--- src/rtl/ctl_reg_reader.sv ---
// rtl/ctl_reg_reader.sv - controller-BRAM flag poller; optional STATE_WR write-back under CTL_FPGA_STATE_WR_EN
module ctl_reg_reader #(
    parameter int RD_LATENCY = 2
) (
    input  logic        CLK,
    input  logic        RST,
    output logic [7:0]  BRAM_ADDR,
    output logic [15:0] BRAM_DIN,
    output logic        BRAM_WE,
    input  logic [15:0] BRAM_DOUT,
    input  logic        THERMO,
    output logic        FORCE_FAN,
    output logic        MOD_UPDATE,
    output logic        MOD_REQ_RD_SEGMENT,
    output logic [31:0] MOD_CYCLE,
    output logic [63:0] MOD_FREQ_DIV,
    output logic [63:0] MOD_REP,
    output logic [7:0]  MOD_TRANSITION_MODE,
    output logic [63:0] MOD_TRANSITION_VALUE,
    output logic        SIL_UPDATE,
    output logic        SIL_MODE,
    output logic [31:0] SIL_RATE,
    output logic [31:0] SIL_STEPS
);

    typedef enum logic [2:0] {
        INIT,
        POLL,
        MOD_RD,
        SIL_RD,
        CLR
`ifdef CTL_FPGA_STATE_WR_EN
        , STATE_WR
`endif
    } state_t;

    // Where the FSM goes once a poll found nothing to do, or a clear-write finished.
`ifdef CTL_FPGA_STATE_WR_EN
    localparam state_t IDLE_NEXT = STATE_WR;
`else
    localparam state_t IDLE_NEXT = POLL;
`endif

    state_t              state_q;
    logic                init_step_q;
    logic [4:0]          issue_cnt_q;
    logic [4:0]          cap_cnt_q;
    logic [RD_LATENCY:0] pipe_q;
    logic [15:0]         flag_q;
    logic [15:0]         rd_buf_q [0:15];

    logic [7:0]          bram_addr_q;
    logic [15:0]         bram_din_q;
    logic                bram_we_q;
    logic                force_fan_q;
    logic                mod_update_q;
    logic                mod_seg_q;
    logic [31:0]         mod_cycle_q;
    logic [63:0]         mod_div_q;
    logic [63:0]         mod_rep_q;
    logic [7:0]          mod_tmode_q;
    logic [63:0]         mod_tval_q;
    logic                sil_update_q;
    logic                sil_mode_q;
    logic [31:0]         sil_rate_q;
    logic [31:0]         sil_steps_q;

    logic [4:0]          rd_len;
    logic [7:0]          rd_base;
    logic                issue_en;
    logic                cap_en;
    logic                cap_last;

    // Burst length and base address of the read run owned by the current state.
    always_comb begin
        rd_len  = 5'd0;
        rd_base = 8'h00;
        case (state_q)
            POLL: begin
                rd_len  = 5'd1;
                rd_base = 8'h00;
            end
            MOD_RD: begin
                rd_len  = 5'd16;
                rd_base = 8'h21;
            end
            SIL_RD: begin
                rd_len  = 5'd5;
                rd_base = 8'h40;
            end
            default: begin
                rd_len  = 5'd0;
                rd_base = 8'h00;
            end
        endcase
    end

    // Words come back in issue order, so a valid bit delayed by the BRAM latency marks each capture.
    assign issue_en = (issue_cnt_q < rd_len);
    assign cap_en   = pipe_q[RD_LATENCY];
    assign cap_last = cap_en && (cap_cnt_q == (rd_len - 5'd1));

    // Main FSM: issues pipelined reads, captures data, publishes settings and performs writes.
    always_ff @(posedge CLK) begin
        if (RST) begin
            state_q      <= INIT;
            init_step_q  <= 1'b0;
            issue_cnt_q  <= '0;
            cap_cnt_q    <= '0;
            pipe_q       <= '0;
            flag_q       <= '0;
            for (int i = 0; i < 16; i++) begin
                rd_buf_q[i] <= '0;
            end
            bram_addr_q  <= '0;
            bram_din_q   <= '0;
            bram_we_q    <= 1'b0;
            force_fan_q  <= 1'b0;
            mod_update_q <= 1'b0;
            mod_seg_q    <= 1'b0;
            mod_cycle_q  <= '0;
            mod_div_q    <= '0;
            mod_rep_q    <= '0;
            mod_tmode_q  <= '0;
            mod_tval_q   <= '0;
            sil_update_q <= 1'b0;
            sil_mode_q   <= 1'b0;
            sil_rate_q   <= '0;
            sil_steps_q  <= '0;
        end else begin
            bram_we_q    <= 1'b0;
            bram_din_q   <= '0;
            mod_update_q <= 1'b0;
            sil_update_q <= 1'b0;

            for (int i = RD_LATENCY; i >= 1; i--) begin
                pipe_q[i] <= pipe_q[i-1];
            end
            pipe_q[0] <= issue_en;

            if (issue_en) begin
                bram_addr_q <= rd_base + {3'b000, issue_cnt_q};
                issue_cnt_q <= issue_cnt_q + 5'd1;
            end
            if (cap_en) begin
                rd_buf_q[cap_cnt_q[3:0]] <= BRAM_DOUT;
                cap_cnt_q                <= cap_cnt_q + 5'd1;
            end

            case (state_q)
                INIT: begin
                    bram_we_q <= 1'b1;
                    if (!init_step_q) begin
                        bram_addr_q <= 8'h02;
                        bram_din_q  <= 16'h0091;
                        init_step_q <= 1'b1;
                    end else begin
                        bram_addr_q <= 8'h03;
                        bram_din_q  <= 16'h0000;
                        init_step_q <= 1'b0;
                        issue_cnt_q <= '0;
                        cap_cnt_q   <= '0;
                        state_q     <= POLL;
                    end
                end
                POLL: begin
                    if (cap_last) begin
                        flag_q      <= BRAM_DOUT;
                        force_fan_q <= BRAM_DOUT[13];
                        issue_cnt_q <= '0;
                        cap_cnt_q   <= '0;
                        if (BRAM_DOUT[0]) begin
                            state_q <= MOD_RD;
                        end else if (BRAM_DOUT[2]) begin
                            state_q <= SIL_RD;
                        end else begin
                            state_q <= IDLE_NEXT;
                        end
                    end
                end
                MOD_RD: begin
                    // The last word bypasses the buffer so all fields change together with the strobe.
                    if (cap_last) begin
                        mod_update_q <= 1'b1;
                        mod_seg_q    <= rd_buf_q[0][0];
                        mod_cycle_q  <= {rd_buf_q[4], rd_buf_q[1]};
                        mod_div_q    <= {rd_buf_q[6], rd_buf_q[5], rd_buf_q[3], rd_buf_q[2]};
                        mod_rep_q    <= {rd_buf_q[10], rd_buf_q[9], rd_buf_q[8], rd_buf_q[7]};
                        mod_tmode_q  <= rd_buf_q[11][7:0];
                        mod_tval_q   <= {BRAM_DOUT, rd_buf_q[14], rd_buf_q[13], rd_buf_q[12]};
                        issue_cnt_q  <= '0;
                        cap_cnt_q    <= '0;
                        state_q      <= flag_q[2] ? SIL_RD : CLR;
                    end
                end
                SIL_RD: begin
                    if (cap_last) begin
                        sil_update_q <= 1'b1;
                        sil_mode_q   <= rd_buf_q[0][0];
                        sil_rate_q   <= {rd_buf_q[2], rd_buf_q[1]};
                        sil_steps_q  <= {BRAM_DOUT, rd_buf_q[3]};
                        issue_cnt_q  <= '0;
                        cap_cnt_q    <= '0;
                        state_q      <= CLR;
                    end
                end
                CLR: begin
                    // Only bits 0 and 2 can have been serviced to get here; everything else is written back.
                    bram_we_q   <= 1'b1;
                    bram_addr_q <= 8'h00;
                    bram_din_q  <= flag_q & 16'hFFFA;
                    issue_cnt_q <= '0;
                    cap_cnt_q   <= '0;
                    state_q     <= IDLE_NEXT;
                end
`ifdef CTL_FPGA_STATE_WR_EN
                STATE_WR: begin
                    bram_we_q   <= 1'b1;
                    bram_addr_q <= 8'h01;
                    bram_din_q  <= {8'h00, 1'b1, 6'b000000, THERMO};
                    issue_cnt_q <= '0;
                    cap_cnt_q   <= '0;
                    state_q     <= POLL;
                end
`endif
                default: begin
                    state_q <= INIT;
                end
            endcase
        end
    end

    assign BRAM_ADDR            = bram_addr_q;
    assign BRAM_DIN             = bram_din_q;
    assign BRAM_WE              = bram_we_q;
    assign FORCE_FAN            = force_fan_q;
    assign MOD_UPDATE           = mod_update_q;
    assign MOD_REQ_RD_SEGMENT   = mod_seg_q;
    assign MOD_CYCLE            = mod_cycle_q;
    assign MOD_FREQ_DIV         = mod_div_q;
    assign MOD_REP              = mod_rep_q;
    assign MOD_TRANSITION_MODE  = mod_tmode_q;
    assign MOD_TRANSITION_VALUE = mod_tval_q;
    assign SIL_UPDATE           = sil_update_q;
    assign SIL_MODE             = sil_mode_q;
    assign SIL_RATE             = sil_rate_q;
    assign SIL_STEPS            = sil_steps_q;

endmodule

--- config.mk ---
export PLATFORM = sky130hd
export DESIGN_NAME = ctl_reg_reader
export DESIGN_NICKNAME = d
export VERILOG_FILES = /design/src/rtl/ctl_reg_reader.sv
export SDC_FILE = /design/constraint.sdc
export NUM_CORES = 1
export LEC_CHECK = 0
export ABC_AREA = 1
export ABC_CLOCK_PERIOD_IN_PS = 2750
export BUFFER_PORTS_ARGS = -buffer_cell sky130_fd_sc_hd__buf_2
export CAP_MARGIN = 15
export CORE_MARGIN = 4
export CORE_UTILIZATION = 45
export CTS_CLUSTER_SIZE = 10
export DETAILED_ROUTE_END_ITERATION = 12
export PLACE_DENSITY = 0.65
export REMOVE_ABC_BUFFERS = 1
export SLEW_MARGIN = 10
export SYNTH_ARGS = -nofsm -noshare
export SYNTH_HDL_FRONTEND = slang
export SYNTH_SLANG_ARGS = --single-unit
--- constraint.sdc ---
create_clock -name CLK -period 2.75 [get_ports CLK]
set_clock_uncertainty 0.15 [all_clocks]
set_input_delay 0.1375 -clock CLK [delete_from_list [all_inputs] [get_ports CLK]]
set_output_delay 0.1375 -clock CLK [all_outputs]
set_load 0.05 [all_outputs]
== Word-level counts from Yosys, hierarchy flattened ==
Memories as Yosys holds them, arrays and structs flattened. A register that Yosys moved wholly into a read port is not among the register bits.
Index checks and enable logic that the tools add are counted.
W data, S select, Z words.

* Multiplexer cells: 34
* Reduce and logical (&&, ||, !) cells: 12
* Add/subtract/negate cells: 4
* Bitwise logic cells: 2
* Equal/unequal tests: 9
* Order comparisons: 1

{| class="wikitable"
|+ Operator list
! kind !! count
|-
| $pmux W5 S3 || 3
|-
| $pmux W16 S2 || 1
|-
| $mux W5 || 6
|-
| $mux W16 || 1
|-
| $mux W8 || 2
|-
| $pmux W8 S2 || 1
|-
| $reduce_or A16 Y1 || 1
|-
| $mux W3 || 5
|-
| $pmux W3 S5 || 1
|-
| $pmux W7 S2 || 1
|-
| $add A5 B1 Y5 const B || 2
|-
| $mux W1 || 10
|-
| $add A8 B5 Y8 || 1
|-
| $ne A2 B2 Y1 const B || 4
|-
| $eq A3 B2 Y1 const B || 2
|-
| $reduce_and A2 Y1 || 3
|-
| $reduce_or A2 Y1 || 3
|-
| $eq A5 B5 Y1 || 1
|-
| $lt A5 B5 Y1 || 1
|-
| $sub A5 B1 Y5 const B || 1
|-
| $mux W2 || 2
|-
| $mux W4 || 1
|-
| $reduce_and A4 Y1 || 1
|-
| $eq A3 B1 Y1 const B || 1
|-
| 6 further kinds || 7
|}

* Input port bits: 19
* Output and inout port bits: 326
* Memories: 1
* Flip-flop bits (word level): 287
* Logic and storage cells: 82
* RAM bits: 256

{| class="wikitable"
|+ Memory list
! name !! words !! width !! read ports !! clocked after memory_dff !! wr ports !! line !! source
|-
| rd_buf_q || 16 || 16 || 15 || 11 || 16 || 50 || <nowiki>logic [15:0] rd_buf_q [0:15];</nowiki>
|}

== Logic depth before layout (Yosys ltp) ==
* Word-level depth: 7
* Mapped depth: 14
* Depth with buffers taken out: 13

== Worst setup path after synthesis ==
OpenSTA, ideal clock, no wires.

* Kind: register -> register
* From: reg cap_cnt_q[0]
* To: mem rd_buf_q[4][0] (enable)
* Setup time: 0.365 ns
* Path slack: 0.572 ns
* Arrival: 1.664 ns
* Clock period less this slack: 2.178 ns
* Stages on the path, launching flop included: 8
* Data required time: 2.235 ns
* Cell sequence: dfxtp_1 inv_1 ha_1 nand3_1 inv_1 nand2_1 clkbuf_1 nand2_1

{| class="wikitable"
|+ RTL lines
! item !! line !! source
|-
| start, declared || 47 || <nowiki>logic [4:0] cap_cnt_q;</nowiki>
|-
| start signal, assigned || 147 || <nowiki>cap_cnt_q <= cap_cnt_q + 5'd1;</nowiki>
|-
| end, declared || 50 ||
|}

== Final worst setup path ==
* From: reg state_q[0]
* To: reg mod_div_q[4], in the netlist MOD_FREQ_DIV[4] (read register of rd_buf_q)

* Word-level cells in the longest chain between the ends: 6

{| class="wikitable"
|+ Ends and longest elaborated chain
! item !! line !! source
|-
| start, declared || 44 || <nowiki>state_t state_q;</nowiki>
|-
| start signal, assigned || 193 || <nowiki>state_q <= flag_q[2] ? SIL_RD : CLR;</nowiki>
|-
| $eq A3 B2 Y1 (tied with other cells) || 78 || <nowiki>case (state_q)</nowiki>
|-
| $pmux W5 S3 || 78 ||
|-
| $sub A5 B1 Y5 || 101 || <nowiki>assign cap_last = cap_en && (cap_cnt_q == (rd_len - 5'd1));</nowiki>
|-
| $eq A5 B5 Y1 || 101 ||
|-
| $logic_and A1 B1 Y1 || 101 ||
|-
| $reduce_and A2 Y1 (no line) * || -- ||
|-
| end, declared || 59 || <nowiki>logic [63:0] mod_div_q;</nowiki>
|}

Mark *: on every way between the ends. The rest lies on a longest branch, timed or not.
A chain may end at the register's enable or synchronous reset.

==> results.sh <==
export IMPL_status="completed"
export IMPL_clockBufferDepth=3
export IMPL_power_leakage_nw=10.5
export IMPL_hold_class="primary input to flop"
export IMPL_ys_warnings_count=0
export IMPL_grt_max_degree=182
export IMPL_firstDrtPassIters=5
export IMPL_wl_per_cell_um=18.0
export IMPL_reg2reg_from="state_q[0]$_SDFFE_PP0P_"
export IMPL_dp_hpwl_um=35600
export IMPL_vias_per_cell=5.00
export IMPL_path_cells="inv_2 -> nand2_2 -> nand2_1 -> nand2_1 -> nand3_2 -> nor2_4 -> nand2_8 -> clkinv_8 -> buf_4 -> nor2_1 -> nor2_1"
export IMPL_startpoint_type="flop"
export IMPL_crit_arrival_ps=2760
export IMPL_num_fill_cells=3978
export IMPL_setup_tns_ps=0
export IMPL_synth_cell_area_sq_um=20300
export IMPL_cts_buffers=68
export IMPL_crit_path_end_kind="flop"
export IMPL_first_global_vias=15100
export IMPL_grt_setup_unrepaired="no"
export IMPL_die_w_um=220
export IMPL_drt_total_wl_um=56000
export IMPL_path_class="flop to flop"
export IMPL_vias=15600
export IMPL_cts_sinks=573
export IMPL_dieArea_sq_um=48600
export IMPL_startpoint="state_q[0]$_SDFFE_PP0P_"
export IMPL_fin_nets=2504
export IMPL_critPathMaxFanout=49
export IMPL_avgSynthCellArea_sq_um=9.53
export IMPL_synth_cell_types=29
export IMPL_fp_dieH_um=220
export IMPL_fin_crit_sh=0.875
export IMPL_seq_area_sq_um=13600
export IMPL_ctsHtreeMaxLevel=3
export IMPL_row_count=77
export IMPL_yosysTopAreaCellShare=0.351
export IMPL_path_delay_family="simple AND/OR/NAND/NOR gates"
export IMPL_worstMarginPinSlew_ps=948
export IMPL_max_cap_viol_count=0
export IMPL_hold_start="BRAM_DOUT[11]"
export IMPL_drc=0
export IMPL_start_util=0.457
export IMPL_multi_input_area_sq_um=5760
export IMPL_gp_congestion=0.824
export IMPL_clkTransAtPathRegs_ps=60
export IMPL_p_per_area_nw_per_um2=748
export IMPL_gr_total_overflow=0
export IMPL_root_buffer="clkbuf_16"
export IMPL_min_period_ps=2410
export IMPL_yosys_area_top_type="dfxtp_1"
export IMPL_maxSlewHeadroom=0.367
export IMPL_tritoncts="built"
export IMPL_cts_setup_buffers=0
export IMPL_path_buf_inv=3
export IMPL_grt_first_pass_wirelength_um=84500
export IMPL_drive_gt1_frac=0.195
export IMPL_fmaxAchievable_ghz=0.415
export IMPL_antenna_left=0
export IMPL_fin_util=0.557
export IMPL_drt_iter0_markers=1149
export IMPL_fp_coreArea_sq_um=44400
export IMPL_dpl_instance_area_sq_um=22600
export IMPL_critical_path_max_stage_delay_ps=350
export IMPL_ir_drop_uv=551
export IMPL_grt_use_total=0.225
export IMPL_antenna_found_initial=0
export IMPL_synth_area_leaders="dfxtp_1 (35%), edfxtp_1 (32%), nor2_1 (17%), o21ai_0 (6.7%), clkbuf_1 (1.9%)"
export IMPL_crit_slowest_cell="dfxtp_1"
export IMPL_portBuffers=342
export IMPL_ys_ff_latch=573
export IMPL_worstPathRequired_ps=3100
export IMPL_setup_viol=0
export IMPL_io_pins=345
export IMPL_syn2layout_area_growth_pct=21.8
export IMPL_ys_seq_area_frac=0.672
export IMPL_fin_area_sq_um=24700
export IMPL_clk_latency_ps=580
export IMPL_synthCells=2132
export IMPL_hold_viol=0
export IMPL_slew_viol_final=0
area by class of cell:
| cell class | instances | share of cell area |
|---|---|---|
| inverters | 51 | 0.00854 |
| clock buffers | 110 | 0.0773 |
| repair buffers | 417 | 0.0972 |
| multi-input cells | 1365 | 0.233 |
| clock inverters | 8 | 0.00278 |
| well taps | 592 | 0.0299 |
| flip-flops and latches | 573 | 0.551 |
| diodes | 1 | 0.000101 |
routing by layer:
layer  share of wire  vias up  global-route usage
li1                -     7568                   -
met1            0.42     7361               0.298
met2            0.46      556               0.360
met3           0.083      107              0.0549
met4           0.031        0              0.0856
met5               0        -                   0
worst paths after layout:
| path | to | slack (ps) | cells past startpoint |
|---|---|---|---|
| max reg2reg | MOD_FREQ_DIV[4]$_SDFFE_PP0P_ | 340 | 11 |
| max | MOD_FREQ_DIV[4]$_SDFFE_PP0P_ | 340 | 11 |
| min reg2reg | pipe_q[2]$_SDFF_PP0_ | 260 | 2 |
| min | MOD_TRANSITION_VALUE[59]$_SDFFE_PP0P_ | 250 | 4 |
Yosys cell counts:
cell type,instances
inv_1,45
o21ai_0,271
conb_1,1
clkinv_1,1
nand4_1,1
o21ai_1,56
nand3_2,2
ha_1,9
nand3b_1,2
xnor2_1,3
nand2_1,83
buf_4,4
clkbuf_1,102
nand2_4,1
buf_2,17
nor2_1,896
buf_6,20
inv_2,4
dfxtp_1,356
xor2_1,7
nand3_1,11
nor2_4,1
o21bai_1,3
o211ai_1,2
nor3_1,2
clkinv_2,1
a21oi_1,12
nand2_2,2
edfxtp_1,217
cell usage in the layout, fill, tap and decap left out, drive strengths merged:
| master | synthesis | final |
|---|---|---|
| diode | 0 | 1 |
| o21ai | 327 | 327 |
| edfxtp | 217 | 217 |
| conb | 1 | 1 |
| nand3b | 2 | 2 |
| inv | 49 | 54 |
| xor2 | 7 | 7 |
| xnor2 | 3 | 3 |
| clkinvlp | 0 | 1 |
| clkinv | 2 | 4 |
| nand2 | 86 | 86 |
| o211ai | 2 | 2 |
| nor2 | 897 | 897 |
| nand3 | 13 | 13 |
| dfxtp | 356 | 356 |
| clkbuf | 102 | 110 |
| nor3 | 2 | 2 |
| nand4 | 1 | 1 |
| buf | 41 | 400 |
| ha | 9 | 9 |
| dlygate4sd3 | 0 | 17 |
| o21bai | 3 | 3 |
| a21oi | 12 | 12 |
registers in the layout, indices dropped and copies added, names as in the netlist:
name / count
rd_buf_q: 217
MOD_FREQ_DIV: 64
MOD_REP: 64
MOD_TRANSITION_VALUE: 64
MOD_CYCLE: 32
SIL_RATE: 32
SIL_STEPS: 32
BRAM_DIN: 15
flag_q: 15
BRAM_ADDR: 8
MOD_TRANSITION_MODE: 8
cap_cnt_q: 5
issue_cnt_q: 5
pipe_q: 3
state_q: 3
BRAM_WE: 1
MOD_REQ_RD_SEGMENT: 1
MOD_UPDATE: 1
SIL_MODE: 1
SIL_UPDATE: 1
init_step_q: 1
stage by stage:
stage	setup slack [ps]	std cells	total power, mW	hold WS [ps]
after global placement	283	2981	10.6	247
final	343	3117	18.5	249
after global routing	58.7	3116	19.2	277
after CTS	233	3116	18.7	220
after floorplan	-3730	1989	10.2	56.6
after detailed placement	238	2981	10.6	251
where the power goes:
group,switching (mW),leakage (nW),internal [mW],total (mW)
clock,3.31,0.949,4.75,8.06
combinational,1.01,4.43,0.329,1.34
sequential,0.106,5.11,9.01,9.12
total,4.43,10.5,14.1,18.5
worst register-to-register path: stages (launching register included):
cell and delay, ps:
dfxtp_1 350, inv_2 90, nand2_2 180, nand2_1 90, nand2_1 80, nand3_2 90
nor2_4 210, nand2_8 240, clkinv_8 340, buf_4 330, nor2_1 70, nor2_1 110
logic make-up (layout without fill, tap and decap cells):
logic type                 Yosys count  in the layout  synth area share
adders and majority gates            9              9           0.00554
and+or+nand+nor                   1001           1001             0.188
xor gates and xnor gates            10             10           0.00431
DFF                                573            573             0.672
AOI/OAI and AO/OA                  344            344            0.0854
other                                1              2          0.000185
buffers and inverters              194            586            0.0451
what timing repair did:
action / 4_1_cts / 5_1_grt
resized for setup: 0 / 1
hold buffers: 17 / 0
hold endpoints to repair: 94 / 0
endpoints found under the setup margin: 0 / 8
No activity file was read; power rests on OpenSTA's default activity.
